[config.mk]
export PLATFORM = sky130hd
export DESIGN_NAME = apb_mig_master_flat
export DESIGN_NICKNAME = d
export VERILOG_FILES = /design/src/rtl/apb_mig_pkg.sv /design/src/rtl/apb_if.sv /design/src/rtl/apb_mig_master.sv /design/src/flat_wrapper.sv
export SDC_FILE = /design/constraint.sdc
export NUM_CORES = 1
export LEC_CHECK = 0
export BUFFER_PORTS_ARGS = -buffer_cell sky130_fd_sc_hd__buf_2
export CORE_UTILIZATION = 46
export CTS_CLUSTER_DIAMETER = 200
export DETAILED_ROUTE_END_ITERATION = 16
export GPL_ROUTABILITY_DRIVEN = 0
export GPL_TIMING_DRIVEN = 0
export HOLD_SLACK_MARGIN = 0.12
export MAX_ROUTING_LAYER = met4
export PLACE_DENSITY = 0.85
export SYNTH_ARGS = -nofsm -noshare
export SYNTH_HDL_FRONTEND = slang
export SYNTH_SLANG_ARGS = --single-unit
[constraint.sdc]
create_clock -name pclk_i -period 2.3 [get_ports pclk_i]
set_input_delay 0.345 -clock pclk_i [delete_from_list [all_inputs] [get_ports pclk_i]]
set_output_delay 0.345 -clock pclk_i [all_outputs]
set_load 0.005 [all_outputs]
[src/rtl/apb_mig_pkg.sv]
// Shared types for the APB side of the MIG bridge: bus types, requester state and
// the request/response records carried through the APB requester.
package apb_mig_pkg;

    typedef logic [31:0] apb_addr_t;
    typedef logic [31:0] data_t;
    typedef logic [$bits(data_t)/8-1:0] strb_t;

    typedef enum logic [1:0] {
        IDLE,
        SETUP,
        ACCESS,
        RESP
    } apb_mst_state_e;

    typedef struct packed {
        apb_addr_t addr;
        logic      write;
        data_t     wdata;
        strb_t     strb;
    } apb_req_t;

    typedef struct packed {
        data_t rdata;
        logic  slverr;
        logic  tmo;
    } apb_rsp_t;

    // A disabled watchdog (0 cycles) still gets a 1-bit counter so the port widths stay legal.
    function automatic int wdog_width(input int cycles);
        return (cycles == 0) ? 1 : $clog2(cycles + 1);
    endfunction

endpackage

[src/rtl/apb_if.sv]
// APB4 bus bundle between the requester (master) and the MIG bridge front-end (slave).
interface apb_if;
    import apb_mig_pkg::*;

    apb_addr_t paddr;
    data_t     pwdata;
    logic      pwrite;
    logic      psel;
    logic      penable;
    strb_t     pstrb;
    data_t     prdata;
    logic      pready;
    logic      pslverr;

    modport master (
        output paddr, pwdata, pwrite, psel, penable, pstrb,
        input  prdata, pready, pslverr
    );

    modport slave (
        input  paddr, pwdata, pwrite, psel, penable, pstrb,
        output prdata, pready, pslverr
    );

endinterface

[src/rtl/apb_mig_master.sv]
// APB4 requester: one command in, one single APB transfer, one response out,
// with a PREADY watchdog so a hung slave cannot stall the command stream.
module apb_mig_master
    import apb_mig_pkg::*;
#(
    parameter int TIMEOUT_CYCLES = 256
) (
    input  logic      pclk_i,
    input  logic      preset_n,
    input  logic      req_valid_i,
    output logic      req_ready_o,
    input  apb_addr_t req_addr_i,
    input  logic      req_write_i,
    input  data_t     req_wdata_i,
    input  strb_t     req_strb_i,
    output logic      rsp_valid_o,
    input  logic      rsp_ready_i,
    output data_t     rsp_rdata_o,
    output logic      rsp_slverr_o,
    output logic      rsp_tmo_o,
    apb_if.master     apb
);

    localparam int              WD_W    = wdog_width(TIMEOUT_CYCLES);
    localparam bit              WD_EN   = (TIMEOUT_CYCLES != 0);
    localparam logic [WD_W-1:0] WD_LAST = WD_W'((TIMEOUT_CYCLES == 0) ? 0 : TIMEOUT_CYCLES - 1);

    apb_mst_state_e  state_reg;
    apb_req_t        req_reg;
    apb_rsp_t        rsp_reg;
    logic [WD_W-1:0] wdog_reg;
    logic            psel_reg;
    logic            penable_reg;
    logic            req_ready_reg;
    logic            rsp_valid_reg;

    always_ff @(posedge pclk_i) begin
        if (!preset_n) begin
            // Everything clears except req_ready, which must announce the IDLE state.
            state_reg     <= IDLE;
            req_reg       <= '0;
            rsp_reg       <= '0;
            wdog_reg      <= '0;
            psel_reg      <= 1'b0;
            penable_reg   <= 1'b0;
            req_ready_reg <= 1'b1;
            rsp_valid_reg <= 1'b0;
        end else begin
            unique case (state_reg)
                IDLE: begin
                    if (req_valid_i) begin
                        // Reads carry zero data and strobes onto the bus.
                        req_reg.addr  <= req_addr_i;
                        req_reg.write <= req_write_i;
                        req_reg.wdata <= req_write_i ? req_wdata_i : '0;
                        req_reg.strb  <= req_write_i ? req_strb_i : '0;
                        wdog_reg      <= '0;
                        psel_reg      <= 1'b1;
                        req_ready_reg <= 1'b0;
                        state_reg     <= SETUP;
                    end
                end
                SETUP: begin
                    penable_reg <= 1'b1;
                    state_reg   <= ACCESS;
                end
                ACCESS: begin
                    // A slave completing in the last allowed cycle beats the watchdog.
                    if (apb.pready) begin
                        rsp_reg.rdata  <= req_reg.write ? '0 : apb.prdata;
                        rsp_reg.slverr <= apb.pslverr;
                        rsp_reg.tmo    <= 1'b0;
                        psel_reg       <= 1'b0;
                        penable_reg    <= 1'b0;
                        rsp_valid_reg  <= 1'b1;
                        state_reg      <= RESP;
                    end else if (WD_EN && (wdog_reg == WD_LAST)) begin
                        rsp_reg        <= '{rdata: '0, slverr: 1'b1, tmo: 1'b1};
                        psel_reg       <= 1'b0;
                        penable_reg    <= 1'b0;
                        rsp_valid_reg  <= 1'b1;
                        state_reg      <= RESP;
                    end else if (WD_EN) begin
                        wdog_reg <= wdog_reg + 1'b1;
                    end
                end
                RESP: begin
                    if (rsp_ready_i) begin
                        rsp_valid_reg <= 1'b0;
                        req_ready_reg <= 1'b1;
                        state_reg     <= IDLE;
                    end
                end
                default: begin
                    state_reg <= IDLE;
                end
            endcase
        end
    end

    assign req_ready_o  = req_ready_reg;
    assign rsp_valid_o  = rsp_valid_reg;
    assign rsp_rdata_o  = rsp_reg.rdata;
    assign rsp_slverr_o = rsp_reg.slverr;
    assign rsp_tmo_o    = rsp_reg.tmo;

    assign apb.paddr    = req_reg.addr;
    assign apb.pwrite   = req_reg.write;
    assign apb.pwdata   = req_reg.wdata;
    assign apb.pstrb    = req_reg.strb;
    assign apb.psel     = psel_reg;
    assign apb.penable  = penable_reg;

endmodule

[src/flat_wrapper.sv]
// flat-port wrapper written by rule: the top's interface ports become plain ports
module apb_mig_master_flat import apb_mig_pkg::*;
#(
    parameter int TIMEOUT_CYCLES = 256
)
  (pclk_i, preset_n, req_valid_i, req_ready_o, req_addr_i, req_write_i, req_wdata_i, req_strb_i, rsp_valid_o, rsp_ready_i, rsp_rdata_o, rsp_slverr_o, rsp_tmo_o, apb_paddr, apb_pwdata, apb_pwrite, apb_psel, apb_penable, apb_pstrb, apb_prdata, apb_pready, apb_pslverr);
  apb_if apb_i ();
  input  logic pclk_i;
  input  logic preset_n;
  input  logic req_valid_i;
  output logic req_ready_o;
  input  apb_addr_t req_addr_i;
  input  logic req_write_i;
  input  data_t req_wdata_i;
  input  strb_t req_strb_i;
  output logic rsp_valid_o;
  input  logic rsp_ready_i;
  output data_t rsp_rdata_o;
  output logic rsp_slverr_o;
  output logic rsp_tmo_o;
  output wire logic [$bits(apb_i.paddr)-1:0] apb_paddr;
  output wire logic [$bits(apb_i.pwdata)-1:0] apb_pwdata;
  output wire logic [$bits(apb_i.pwrite)-1:0] apb_pwrite;
  output wire logic [$bits(apb_i.psel)-1:0] apb_psel;
  output wire logic [$bits(apb_i.penable)-1:0] apb_penable;
  output wire logic [$bits(apb_i.pstrb)-1:0] apb_pstrb;
  input wire logic [$bits(apb_i.prdata)-1:0] apb_prdata;
  input wire logic [$bits(apb_i.pready)-1:0] apb_pready;
  input wire logic [$bits(apb_i.pslverr)-1:0] apb_pslverr;
  assign apb_paddr = apb_i.paddr;
  assign apb_pwdata = apb_i.pwdata;
  assign apb_pwrite = apb_i.pwrite;
  assign apb_psel = apb_i.psel;
  assign apb_penable = apb_i.penable;
  assign apb_pstrb = apb_i.pstrb;
  assign apb_i.prdata = apb_prdata;
  assign apb_i.pready = apb_pready;
  assign apb_i.pslverr = apb_pslverr;
  apb_mig_master #(.TIMEOUT_CYCLES(TIMEOUT_CYCLES)) u_core (.pclk_i(pclk_i), .preset_n(preset_n), .req_valid_i(req_valid_i), .req_ready_o(req_ready_o), .req_addr_i(req_addr_i), .req_write_i(req_write_i), .req_wdata_i(req_wdata_i), .req_strb_i(req_strb_i), .rsp_valid_o(rsp_valid_o), .rsp_ready_i(rsp_ready_i), .rsp_rdata_o(rsp_rdata_o), .rsp_slverr_o(rsp_slverr_o), .rsp_tmo_o(rsp_tmo_o), .apb(apb_i));
endmodule
Word-level counts from Yosys, hierarchy flattened
Index checks and enable logic that the tools add are counted.
- div/mod/pow operators: 0
- multiplexer cells: 26
- equal/unequal tests: 9
- magnitude comparators: 0
- multiply operators: 0
- bitwise operators: 0
- reduce and logical (&&, ||, !) cells: 14
- shift-type cells: 0
- $add $sub $neg: 1
- operators by type and width (operator ; number):
    34-bit 2-to-1 mux ; 2
    32-bit 2-to-1 mux ; 2
    9-bit 2-to-1 mux ; 3
    9-bit case mux with 2 select lines ; 1
    3-bit AND reduction ; 4
    2-bit nonzero test ; 5
    9-bit by 1-bit adder with 9-bit output, second input constant ; 1
    9-bit by 8-bit == test with 1-bit output, second input constant ; 1
    1-bit 2-to-1 mux ; 8
    2-bit 2-to-1 mux ; 4
    2-bit != test, second input constant ; 4
    1-bit case mux with 2 select lines ; 4
    2-bit case mux with 4 select lines ; 1
    2-bit AND reduction ; 3
    2-bit == test, second input constant ; 2
    4-bit 2-to-1 mux ; 1
    4-bit AND reduction ; 1
    3-bit by 2-bit != test with 1-bit output, second input constant ; 1
    2-bit by 1-bit == test with 1-bit output, second input constant ; 1
    2-bit zero test ; 1
- output and inout bits: 107
- input port bits: 107
- bits in writable memories: 0
- latch bits: 0
- ROM bits: 0
- bits in registers: 118
- memories kept: 0

Logic depth before layout (Yosys ltp)
- word-level depth: 4
- mapped depth: 8
- mapped depth without buffers: 7

Least setup slack after synthesis
OpenSTA, ideal clock, no wires.
- path type: reg-to-reg
- start: register u_core.wdog_reg[0]
- end: register u_core.wdog_reg[7]
- setup slack: 0.479 ns
- buffers on the path: 1
- arrival: 1.749 ns
- library setup time: 0.072 ns
- stages on the path, launching flop included: 9
- path through: dfxtp_1 > ha_1 > nand3_1 > nor2_1 > ha_1 > o21a_1 > buf_2 > nor4_1 > mux2i_1
- word-level cells in the longest chain between the ends: 4
- RTL lines (item ; line ; source):
    from (decl) ; apb_mig_master.sv:31 ; logic [WD_W-1:0] wdog_reg;
    from (signal assigned) ; apb_mig_master.sv:84 ; wdog_reg <= wdog_reg + 1'b1;
    9-bit by 1-bit adder with 9-bit output ; apb_mig_master.sv:84 ;
    9-bit 2-to-1 mux ; apb_mig_master.sv:77 ; end else if (WD_EN && (wdog_reg == WD_LAST)) begin
    9-bit 2-to-1 mux ; apb_mig_master.sv:69 ; if (apb.pready) begin
    9-bit case mux with 2 select lines ; apb_mig_master.sv:49 ; unique case (state_reg)
Several ways; a longest one is shown, not always the timed one. The select of a mux whose other input is x is not followed.
A chain may end at the register's enable or synchronous reset.

Worst setup path after layout
- start: register u_core.wdog_reg[0]
- end: register u_core.wdog_reg[6]
Same word-level chain as after synthesis.

==> metrics <==
syn nets=628; Setup TNS=0 ps; storage element area=2362 sq um; first-pass GRT wire length=25980 microns; RSZ-0062 raised after global routing=false; Worst-Margin Slew=617.3 ps; Max Cap Violations=0; Yosys cell types=34; CP Max Fanout=10; Die ar.=9875 sq um; Ys Warns=0; Switch Pwr=2.263 mW; Die Width=99.38 microns; Hold Crit Class=primary input to flop; Sw Share=33.03%; Post-Synthesis Cells=516; antenna cells=0; DRT Pass-1 Iters=5; Slew Viols, Final=0; Core ar.=9196 sq um; I/O pins=214; Clock Power Share=35.4%; worst rel slew slack=58.85%; PD cells=964.2 nW/um^2; Bufs and invs on worst path=1; H-tree levels=4; maximum VDD drop=0.6329 mV; number of vias per cell=5.526; status=finished clean; initial core utilization=47.43%; fillers=543; die height=99.38 microns; Worst path top cell family by delay=adder cells; Nets=959; Flop pwr share=36.8%; Fmax achieved=479.4 MHz; port buffer count=212; final setup violation count=0; Crit Path Class=flop to flop; Max stage delay cell, worst path=dfxtp_1; grt ovf=0; CTS tree=built; initial DRC count=333; vias in the first global route=5449; WHS Endpoint=u_core.wdog_reg[5]; clock root buffer master=clkbuf_8; worst path required time=2740 ps; Crit path largest cell delay=340 ps; Layout area overhead=62.91%; drt wl/cell=17.23 microns; gr usage total=35.08%; Worst R2R Path Depth=8; Worst Setup Start Kind=flop; Post-DRT Antenna Nets=0; Setup WS post-layout=214.2 ps; final WL=16730 microns; pre-CTS setup slack=178.2 ps; min cycle time layout=2086 ps; clk slew on worst S/H paths=60 ps; total clock buffers created by CTS=17; initial antenna violation count=0; via count=5366; register area share after synthesis=54.16%; cell area after synthesis=4362 sq um; reg2reg start=u_core.wdog_reg[0]; Bufs on Longest Clock Path=2; crit end category=flop; worst reg-to-reg setup slack=210 ps; HP Start=preset_n; Seq cells post-synth=118; detailed-placement wirelength estimate=9181 microns; largest net degree at the start of global routing=17; FP Rows=35; most used cell along the critical path=ha_1; Multi-input gate area=1795 sq um; CTS Sinks=118; Combinational Power Share=27.8%; Cell Int Power=4.588 mW; period utilization=90.69%; Worst-Skew Late Latency=520 ps; Leak=3.204 nW; Worst Hold Path Cells=3; reg2reg end=u_core.wdog_reg[6]; drc violations=0; Final Hold Fails=0; share of cells above drive strength 1=30.23%; crit path cell chain=ha_1 > nand3_1 > nor2_1 > ha_1 > o21a_1 > buf_2 > nor4_1 > mux2i_1; Worst Path Arrival=2520 ps; Final Skew=10.20 ps; syn avg cell area=8.453 sq um
-- cells in the mapped netlist, drive strengths merged --
library cell / instances / share of area (%)
nor2: 36 / 3.1
nand2b: 1 / 0.14
ha: 5 / 1.4
o21bai: 2 / 0.34
nand3: 43 / 4.9
o31a: 1 / 0.20
nand2: 108 / 9.3
nand4b: 2 / 0.40
o31ai: 4 / 0.69
clkbuf: 26 / 2.2
nor4b: 1 / 0.20
o21ai: 8 / 0.92
dfxtp: 118 / 54
o21a: 2 / 0.34
and3b: 1 / 0.20
a22oi: 32 / 5.5
nor4: 3 / 0.43
and2: 1 / 0.14
o221a: 1 / 0.26
inv: 6 / 0.52
nand4: 2 / 0.29
o311a: 1 / 0.23
nor3b: 1 / 0.17
or4: 3 / 0.52
buf: 16 / 2.0
mux2i: 4 / 0.92
nand3b: 4 / 0.69
nor2b: 3 / 0.43
a21oi: 81 / 9.3
-- per-layer routing --
layer,part of all wire [%],vias up,routed length [microns],track usage (%)
met5,0,-,0,-
met4,5.8,0,967,22.74
met3,6.6,100,1106,8.925
met2,51,329,8587,61.22
met1,36,2495,6071,34.72
li1,-,2442,-,-
-- worst min-delay path, cell delays in order --
cell and delay (ps):
buf_2 120, nand3b_1 70, mux2i_1 60
-- worst max path at each step --
stage | from | endpoint | slack (ps) | cells past startpoint
after floorplan | u_core.wdog_reg[0] | u_core.wdog_reg[7] | 480 | 8
final | u_core.wdog_reg[0] | u_core.wdog_reg[6] | 210 | 8
after detailed placement | u_core.wdog_reg[0] | u_core.rsp_rdata_o[30] | 180 | 8
after global routing | u_core.wdog_reg[0] | u_core.wdog_reg[7] | 60 | 8
after global placement | u_core.wdog_reg[0] | u_core.rsp_rdata_o[22] | 250 | 8
after CTS | u_core.wdog_reg[0] | u_core.rsp_rdata_o[30] | 160 | 8
-- kinds of logic (layout without fill, tap and decap cells) --
| family | after synthesis | in the layout | synth area share [%] |
|---|---|---|---|
| buffers and inverters | 48 | 392 | 4.762 |
| adder cells (fa/ha/maj) | 5 | 5 | 1.434 |
| AND/OR/NAND/NOR | 209 | 209 | 20.94 |
| AO/OA/AOI/OAI | 132 | 132 | 17.79 |
| flip-flops | 118 | 118 | 54.16 |
| multiplexers | 4 | 4 | 0.9180 |
-- through the flow --
| step | area (sq um) | hold slack [ps] | power [mW] | std cells | utilization [%] |
|---|---|---|---|---|---|
| finish | 7106 | 140.6 | 6.852 | 971 | 77.27 |
| global placement | 5562 | 435.2 | 4.119 | 839 | 60.48 |
| CTS | 7082 | 123.5 | 6.697 | 969 | 77.01 |
| global route | 7106 | 145.3 | 7.164 | 971 | 77.27 |
| detailed placement | 5562 | 441.3 | 4.190 | 839 | 60.48 |
| floorplan | 4362 | 448.3 | 3.535 | 516 | - |
-- placed cells by master, fill, tap and decap left out, drive strengths merged, types with 8 or more instances in the layout --
cell,netlist,layout
dlygate4sd3,0,100
nand2,108,108
o21ai,8,8
buf,16,228
nor2,36,36
inv,6,8
a22oi,32,32
a21oi,81,81
nand3,43,43
dfxtp,118,118
clkbuf,26,46
-- cell type report --
type                            count  share of cell area (%)
Inverter                            6                  0.3170
Buffer                             42                   2.606
Multi-Input combinational cell    350                   25.27
Sequential cell                   118                   33.25
Clock inverter                     12                   1.462
Timing Repair Buffer              312                   29.02
Tap cell                          111                   1.955
Clock buffer                       20                   6.128
-- what timing repair did --
action	in CTS	in global routing
setup endpoints to repair	0	1
resized for setup	0	1
hold endpoints to repair	98	2
hold buffers	98	2
buffers inserted	0	0
-- power by group through the flow --
| stage | sequential, mW | clock, mW | combinational [mW] |
|---|---|---|---|
| floorplan | 2.56 | 0 | 0.979 |
| global placement | 2.52 | 0 | 1.60 |
| detailed placement | 2.54 | 0 | 1.65 |
| CTS | 2.50 | 2.41 | 1.79 |
| global route | 2.55 | 2.54 | 2.07 |
| finish | 2.52 | 2.43 | 1.90 |
Note: power is estimated with default switching activity, not from simulation.
